**src/rtl/uart_tx_mmio.sv**
```systemverilog
// uart_tx_mmio: memory-mapped 8N1 UART transmitter with a byte FIFO.
//
// Software writes bytes to DATA. They are queued in a FIFO and sent LSB
// first on uart_tx. STATUS reports the FIFO and line state. Read data is
// registered, so it appears one cycle after the address, like synchronous RAM.
//
// Ports:
//   clock               single clock
//   reset               synchronous, active-high
//   memory_addr         bus address; DATA = BASE_ADDR, STATUS = BASE_ADDR+1
//   memory_write_enable write strobe
//   memory_in           write data; bits [7:0] are the byte pushed on a DATA write
//   memory_out          registered read data (STATUS word or 0)
//   selected            combinational decode hit for the DATA or STATUS address
//   uart_tx             serial output, idle high
//
// STATUS word: [0] full, [1] empty, [2] busy, [7:3] count, [8] overflow
//
// state   | meaning
// --------+----------------------------------------------------------------
// S_IDLE  | line high, waiting for the FIFO to become non-empty
// S_START | start bit (low) for CLOCK_DIV cycles
// S_DATA  | 8 data bits, LSB first, CLOCK_DIV cycles each
// S_STOP  | stop bit (high); on its last cycle, chain straight into the next frame
module uart_tx_mmio #(
    parameter int                   ADDR_SIZE       = 18,
    parameter int                   WORD_SIZE       = 18,
    parameter logic [ADDR_SIZE-1:0] BASE_ADDR       = 18'h3FF00,
    parameter int                   CLOCK_DIV       = 16,
    parameter int                   FIFO_DEPTH_LOG2 = 4
) (
    input  logic                 clock,
    input  logic                 reset,
    input  logic [ADDR_SIZE-1:0] memory_addr,
    input  logic                 memory_write_enable,
    input  logic [WORD_SIZE-1:0] memory_in,
    output logic [WORD_SIZE-1:0] memory_out,
    output logic                 selected,
    output logic                 uart_tx
);

    localparam int PTR_W = FIFO_DEPTH_LOG2;
    localparam int CNT_W = FIFO_DEPTH_LOG2 + 1;
    localparam int DEPTH = 1 << FIFO_DEPTH_LOG2;
    localparam int DIV_W = $clog2(CLOCK_DIV);
    localparam logic [DIV_W-1:0]     DIV_RELOAD  = DIV_W'(CLOCK_DIV - 1);
    localparam logic [CNT_W-1:0]     CNT_FULL    = CNT_W'(DEPTH);
    localparam logic [ADDR_SIZE-1:0] STATUS_ADDR = BASE_ADDR + ADDR_SIZE'(1);

    typedef enum logic [1:0] {S_IDLE, S_START, S_DATA, S_STOP} state_t;

    state_t                 state_q, state_d;
    logic [DIV_W-1:0]       div_q, div_d;
    logic [2:0]             bit_q, bit_d;
    logic [7:0]             shift_q, shift_d;
    logic                   tx_q, tx_d;
    logic [PTR_W-1:0]       wr_ptr_q, wr_ptr_d;
    logic [PTR_W-1:0]       rd_ptr_q, rd_ptr_d;
    logic [CNT_W-1:0]       count_q, count_d;
    logic                   overflow_q, overflow_d;
    logic [WORD_SIZE-1:0]   rdata_q, rdata_d;
    logic [7:0]             fifo_mem [DEPTH];

    logic                   hit_data, hit_status;
    logic                   fifo_full, fifo_empty;
    logic                   wr_data, push, pop, status_rd;
    logic [7:0]             fifo_head;
    logic [WORD_SIZE-1:0]   status;
    logic                   unused_bits;

    assign hit_data    = (memory_addr == BASE_ADDR);
    assign hit_status  = (memory_addr == STATUS_ADDR);
    assign selected    = hit_data | hit_status;
    assign fifo_full   = (count_q == CNT_FULL);
    assign fifo_empty  = (count_q == '0);
    assign wr_data     = memory_write_enable & hit_data;
    // Fullness uses the pre-edge count, so a push is refused even if a pop
    // lands on the same edge.
    assign push        = wr_data & ~fifo_full;
    assign status_rd   = hit_status & ~memory_write_enable;
    assign fifo_head   = fifo_mem[rd_ptr_q];
    assign unused_bits = ^memory_in[WORD_SIZE-1:8];

    assign memory_out  = rdata_q;
    assign uart_tx     = tx_q;

    always_comb begin
        status      = '0;
        status[0]   = fifo_full;
        status[1]   = fifo_empty;
        status[2]   = (state_q != S_IDLE);
        status[7:3] = 5'(count_q);
        status[8]   = overflow_q;
    end

    always_comb begin
        wr_ptr_d = push ? wr_ptr_q + 1'b1 : wr_ptr_q;
        rd_ptr_d = pop ? rd_ptr_q + 1'b1 : rd_ptr_q;
        count_d  = count_q;
        case ({push, pop})
            2'b10:   count_d = count_q + 1'b1;
            2'b01:   count_d = count_q - 1'b1;
            default: count_d = count_q;
        endcase
        // Read-clear returns the old value this cycle; a drop always re-sets it.
        overflow_d = overflow_q;
        if (status_rd)
            overflow_d = 1'b0;
        if (wr_data && fifo_full)
            overflow_d = 1'b1;
        rdata_d = hit_status ? status : '0;
    end

    // tx_d is the line level for the cycle after the edge, so every state
    // change also sets the bit that goes out with it.
    always_comb begin
        state_d = state_q;
        div_d   = div_q;
        bit_d   = bit_q;
        shift_d = shift_q;
        tx_d    = tx_q;
        pop     = 1'b0;
        case (state_q)
            S_IDLE: begin
                tx_d = 1'b1;
                if (!fifo_empty) begin
                    pop     = 1'b1;
                    shift_d = fifo_head;
                    bit_d   = '0;
                    div_d   = DIV_RELOAD;
                    tx_d    = 1'b0;
                    state_d = S_START;
                end
            end
            S_START: begin
                if (div_q == '0) begin
                    div_d   = DIV_RELOAD;
                    tx_d    = shift_q[0];
                    state_d = S_DATA;
                end else begin
                    div_d = div_q - 1'b1;
                end
            end
            S_DATA: begin
                if (div_q == '0) begin
                    div_d = DIV_RELOAD;
                    if (bit_q == 3'd7) begin
                        tx_d    = 1'b1;
                        state_d = S_STOP;
                    end else begin
                        bit_d   = bit_q + 1'b1;
                        shift_d = {1'b0, shift_q[7:1]};
                        tx_d    = shift_q[1];
                    end
                end else begin
                    div_d = div_q - 1'b1;
                end
            end
            S_STOP: begin
                if (div_q == '0) begin
                    if (!fifo_empty) begin
                        pop     = 1'b1;
                        shift_d = fifo_head;
                        bit_d   = '0;
                        div_d   = DIV_RELOAD;
                        tx_d    = 1'b0;
                        state_d = S_START;
                    end else begin
                        tx_d    = 1'b1;
                        state_d = S_IDLE;
                    end
                end else begin
                    div_d = div_q - 1'b1;
                end
            end
            default: begin
                tx_d    = 1'b1;
                state_d = S_IDLE;
            end
        endcase
    end

    always_ff @(posedge clock) begin
        if (reset) begin
            state_q    <= S_IDLE;
            div_q      <= '0;
            bit_q      <= '0;
            shift_q    <= '0;
            tx_q       <= 1'b1;
            wr_ptr_q   <= '0;
            rd_ptr_q   <= '0;
            count_q    <= '0;
            overflow_q <= 1'b0;
            rdata_q    <= '0;
        end else begin
            state_q    <= state_d;
            div_q      <= div_d;
            bit_q      <= bit_d;
            shift_q    <= shift_d;
            tx_q       <= tx_d;
            wr_ptr_q   <= wr_ptr_d;
            rd_ptr_q   <= rd_ptr_d;
            count_q    <= count_d;
            overflow_q <= overflow_d;
            rdata_q    <= rdata_d;
        end
    end

    // Storage needs no reset: the pointers and count define what is valid.
    always_ff @(posedge clock) begin
        if (push && !reset)
            fifo_mem[wr_ptr_q] <= memory_in[7:0];
    end

endmodule

```
**config.mk**
```make
export PLATFORM = sky130hd
export DESIGN_NAME = uart_tx_mmio
export DESIGN_NICKNAME = d
export VERILOG_FILES = /design/src/rtl/uart_tx_mmio.sv
export SDC_FILE = /design/constraint.sdc
export NUM_CORES = 1
export LEC_CHECK = 0
export CORE_MARGIN = 4
export CORE_UTILIZATION = 40
export DETAILED_ROUTE_END_ITERATION = 8
export PLACE_DENSITY = 0.57
export SYNTH_ARGS = -nofsm -noshare
export SYNTH_HDL_FRONTEND = slang
export SYNTH_SLANG_ARGS = --single-unit
```
**constraint.sdc**
```tcl
create_clock -name clock -period 3.6 [get_ports clock]
set_input_delay 0.36 -clock clock [delete_from_list [all_inputs] [get_ports clock]]
set_output_delay 0.36 -clock clock [all_outputs]
set_load 0.02 [all_outputs]
```
# Word-level counts from Yosys, hierarchy flattened
# Memory sizes are Yosys's and may differ from the RTL's. A register that Yosys moved wholly into a read port is not among the register bits.
# Cells that the tools add are included.
[word_totals] word_cells=92 register_bits=50 ramBits=128 memories=1 output_inout_bits=20 inputBits=39
[memory_table] memory="fifo_mem" words=16 word_bits=8 rd=1 rd_clocked_by_memory_dff=1 write_ports=1 line="62" text="logic [7:0] fifo_mem [DEPTH];"
[classes] mux=37 eq_ne=15 bitwise=7 n_addsub=6 n_reduce_logical=15
[ops] cell="$eq A18 B18 Y1 const B" n=2
[ops] cell="$mux W8" n=4
[ops] cell="$pmux W8 S3" n=1
[ops] cell="$mux W4" n=5
[ops] cell="$mux W1" n=12
[ops] cell="$mux W3" n=4
[ops] cell="$ne A2 B2 Y1 const B" n=6
[ops] cell="$pmux W4 S3" n=1
[ops] cell="$mux W2" n=5
[ops] cell="$pmux W5 S2" n=1
[ops] cell="$pmux W3 S3" n=1
[ops] cell="$add A4 B1 Y4 const B" n=2
[ops] cell="$pmux W2 S4" n=1
[ops] cell="$eq A2 B2 Y1 const B" n=3
[ops] cell="$reduce_bool A2 Y1" n=3
[ops] cell="$add A5 B1 Y5 const B" n=1
[ops] cell="$eq A5 B5 Y1 const B" n=1
[ops] cell="$logic_not A5 Y1" n=1
[ops] cell="$reduce_and A5 Y1" n=1
[ops] cell="$sub A5 B1 Y5 const B" n=1
[ops] cell="$eq A2 B1 Y1 const B" n=2
[ops] cell="$logic_not A4 Y1" n=1
[ops] cell="$pmux W1 S4" n=1
[ops] cell="$reduce_and A4 Y1" n=1
[ops] cell="other kinds (13)" n=19

# Depth between registers and ports, before layout
[depth] depth_word=6 depth_mapped=15 ltp_nobuf=11

# Worst setup path after synthesis
# OpenSTA, ideal clock, no wires.
[synth_timing] path_kind="flip-flop to flip-flop" start="register state_q[0]" end="register count_q[2]" path_slack_ps=115 stages_incl_launch_ff=13 arrival_ps=3428 cell_sequence="dfxtp_1 ha_1 clkbuf_1 nand4bb_1 a221oi_1 ha_1 clkbuf_1 clkbuf_1 xor2_1 ha_1 or4b_2 a22oi_1 or4b_1"
[synth_between] elab_chain_len=4 word_cells_on_any_way=7
[synth_lines] item="start: declaration" line="52" text="state_t state_q, state_d;"
[synth_lines] item="start signal: assignment" line="196" text="state_q <= state_d;"
[synth_lines] item="$eq A2 B2 Y1 / $logic_not A2 Y1 (equally long branches)" line="123" text="case (state_q)"
[synth_lines] item="$pmux W1 S2 (*)" line="123"
[synth_lines] item="via pop" line="66" text="logic wr_data, push, pop, status_rd;"
[synth_lines] item="$eq A2 B1 Y1 / $eq A2 B2 Y1 (equally long branches)" line="100" text="case ({push, pop})"
[synth_lines] item="$pmux W5 S2 / $reduce_bool A2 Y1 (equally long branches)"
[synth_lines] item="end signal: assignment" line="203" text="count_q <= count_d;"
[synth_lines] item="end: declaration" line="59" text="logic [CNT_W-1:0] count_q, count_d;"
# Mark *: on every way through the listed nets, which the timed path passes. The rest lies on a longest branch.
# A chain may end at the register's enable or synchronous reset.

# Worst setup path in the final report
[layout_timing] start="register count_q[0]" end="register count_q[4]"
[layout_between] elab_chain_len=6 word_cells_on_any_way=13
[layout_lines] item="$logic_not A5 Y1" line="75" text="assign fifo_empty = (count_q == '0);"
[layout_lines] item="$mux W1" line="126, 161"
[layout_lines] item="$mux W1" line="160" text="if (div_q == '0) begin"
[layout_lines] item="$pmux W1 S2" line="123"
[layout_lines] item="$eq A2 B1 Y1 / $eq A2 B2 Y1 (equally long branches)" line="100"
[layout_lines] item="$pmux W5 S2 / $reduce_bool A2 Y1 (equally long branches)"
# Several ways; a longest one is shown, not always the timed one.

==> flow_metrics.env <==
export IMPL_yosys_warnings=0
export IMPL_dp_hpwl_mm=9.67
export IMPL_finalPower_mw=5.30
export IMPL_ys_seq_area_share_pct=64.5
export IMPL_post_route_util_pct=47.9
export IMPL_final_cell_mix="edfxtp_1 (128), nor2_1 (45), dfxtp_1 (44), mux4_2 (40), clkdlybuf4s50_1 (39)"
export IMPL_finalSetupViolCount=0
export IMPL_io_buffers=39
export IMPL_period_needed_ns=3.33
export IMPL_avgSynthCellArea_um2=15.0
export IMPL_fin_skew_ns=0.00913
export IMPL_arrival_ns=3.63
export IMPL_ys_seq_elements=173
export IMPL_layout_drive_gt1_share_pct=19.0
export IMPL_die_height_um=144
export IMPL_antenna_left=0
export IMPL_synthFlopType="edfxtp_1"
export IMPL_drc=0
export IMPL_endpoint_kind="flop"
export IMPL_hp_class="flop to flop"
export IMPL_grt_pass1_wl_mm=23.2
export IMPL_gp_congestion=0.782
export IMPL_worst_pin_slew_ns=0.939
export IMPL_wl_per_cell_um=18.2
export IMPL_vias_per_cell=5.34
export IMPL_cts_tree="done"
export IMPL_drt_wl_total_mm=14.2
export IMPL_grtUsageTotal_pct=14.8
export IMPL_ios=59
export IMPL_maxCapViolations=0
export IMPL_peakVddDrop_mv=0.346
export IMPL_overflow=0
export IMPL_vias=4174
export IMPL_start_kind="flop"
export IMPL_insertedDiodeCount=0
export IMPL_path_clk_slew_ns=0.07
export IMPL_clock_sinks=173
export IMPL_cts_hold_buffers_added=0
export IMPL_powerDensity_nw_per_um2=614
export IMPL_core_um2=18000
export IMPL_start_util_pct=40.8
export IMPL_path_max_fanout=9
export IMPL_run_status="finished, final reports clean"
export IMPL_p_leak_nw=2.86
export IMPL_synthArstFlopShare_pct=0
export IMPL_drt_iter0_drc=247
export IMPL_slew_violations=0
export IMPL_place_ws_ns=0.200
export IMPL_grt_pass1_vias=4295
export IMPL_grt_max_degree=36
export IMPL_core_rowCount=49
export IMPL_cts_root_buf="clkbuf_16"
export IMPL_post_cts_buffers=0
export IMPL_synth_edf_count=128
export IMPL_final_common_cell="edfxtp_1"
export IMPL_period_share_pct=92.6
export IMPL_htreeDepth=4
export IMPL_clock_latency_ns=0.42
export IMPL_holdWs_ns=0.493
export IMPL_synth_cells=491
export IMPL_final_setup_tns_ns=0
export IMPL_clock_path_buffers=2
export IMPL_cp_required_ns=3.89
export IMPL_worst_slack_ns=0.268
export IMPL_worstSetupPathType="flop to flop"
export IMPL_ys_types=61
export IMPL_antenna_found_initial=0
export IMPL_cts_made_buffers=17
export IMPL_max_freq_mhz=300
export IMPL_die_width_um=144
export IMPL_syn_area_um2=7360
export IMPL_hold_viol_final=0
export IMPL_layout_nets=595
export IMPL_rsz0062_at_grt="no"
export IMPL_die_area_um2=20600
export IMPL_syn_to_final_growth_pct=17.4
export IMPL_firstDrtPassIters=5
export IMPL_fill_cells=1569
export IMPL_slew_headroom_pct=37.2
==> final cells by class <==
class | instances | area [um2] | area share (%)
Clock buffer | 17 | 425 | 4.92
Clock inverter | 15 | 163 | 1.88
Inverter | 13 | 48.8 | 0.565
Multi-Input combinational cell | 274 | 2400 | 27.8
Sequential cell | 173 | 4750 | 54.9
Tap cell | 229 | 287 | 3.32
Timing Repair Buffer | 61 | 568 | 6.58
==> power breakdown <==
group	switching, mW	total, mW	internal, mW
clock network	0.855	1.79	0.931
registers	0.0637	2.28	2.22
logic	0.664	1.23	0.569
==> synth_stat cells (all sizes together) (2+ instances only) <==
library cell  count  area, um2
or3               2       12.5
nand2            18       67.6
mux2i            10        100
or4b              2       20.0
o21a              2       15.0
nand3            10       50.1
nor2             45        169
inv              13       48.8
xnor2             2       17.5
nor2b             2       12.5
nand3b            2       15.0
and3              3       18.8
o211ai            2       15.0
edfxtp          128       3840
dfxtp            45        901
nor4              6       37.5
a21oi            20        100
xor2              5       43.8
a211oi            2       15.0
ha               16        200
a21o              2       15.0
nor3              5       25.0
and2             11       71.3
buf              17        118
clkbuf           22       82.6
a41oi             2       17.5
o21ai            17       85.1
nor3b             6       50.1
or4               5       41.3
nand4             2       12.5
a22oi             4       30.0
o221a             3       33.8
o31ai             2       15.0
mux4             40        901
==> layer usage <==
layer  wire, um  part of all wire, %  up-vias  track usage, %
li1           -                    -     1975               -
met1       6210                   44     2101            18.9
met2       7280                   51       94            25.1
met3        660                  4.6        4            4.16
met4         69                 0.49        0            3.57
met5          0                    0        -               0
==> sequential cells by signal (all words and copies together) (netlist names), 2 cells and up, named ones only <==
name	flops
fifo_mem	128
wr_ptr_q	4
state_q	2
memory_out	9
bit_q	3
div_q	4
rd_ptr_q	4
count_q	5
shift_q	8
==> what timing repair did <==
item	4_1_cts	5_1_grt
hold endpoints to repair	0	0
resized for setup	0	1
endpoints found under the setup margin	0	1
==> stage by stage <==
| stage | cells | cell area, um2 |
|---|---|---|
| 5_1_grt | 782 | 8640 |
| 3_5_place_dp | 750 | 8040 |
| 6_report | 782 | 8640 |
| 4_1_cts | 782 | 8630 |
| 3_3_place_gp | 750 | 8040 |
| 2_1_floorplan | 499 | 7390 |
==> critical path, stage by stage, from the launching register on <==
cell and delay (ns):
dfxtp_1 0.32, or4_4 0.57, o2111a_1 0.27, and2_4 0.21
inv_2 0.12, ha_1 0.32, o21a_1 0.17, nor2_1 0.03
or4_1 0.44, o221a_1 0.26, or4_1 0.50
==> path summary, 6_finish.rpt <==
kind / startpoint / to / slack, ns / depth (start not counted)
min: shift_q[7] / shift_q[7] / 0.49 / 2
max: count_q[0] / count_q[4] / 0.27 / 10
max reg2reg: count_q[0] / count_q[4] / 0.27 / 10
min reg2reg: shift_q[7] / shift_q[7] / 0.49 / 2
==> cells by family after synthesis <==
logic type | Yosys count | synth area share, %
flip-flops | 173 | 64.5
AND/OR/NAND/NOR | 126 | 9.08
AO/OA/AOI/OAI | 66 | 5.85
buffers and inverters | 52 | 3.38
multiplexers | 50 | 13.6
adder cells (fa/ha/maj) | 16 | 2.72
XOR/XNOR | 7 | 0.833
other | 1 | 0.0510
Note: power is estimated with default switching activity, not from simulation.
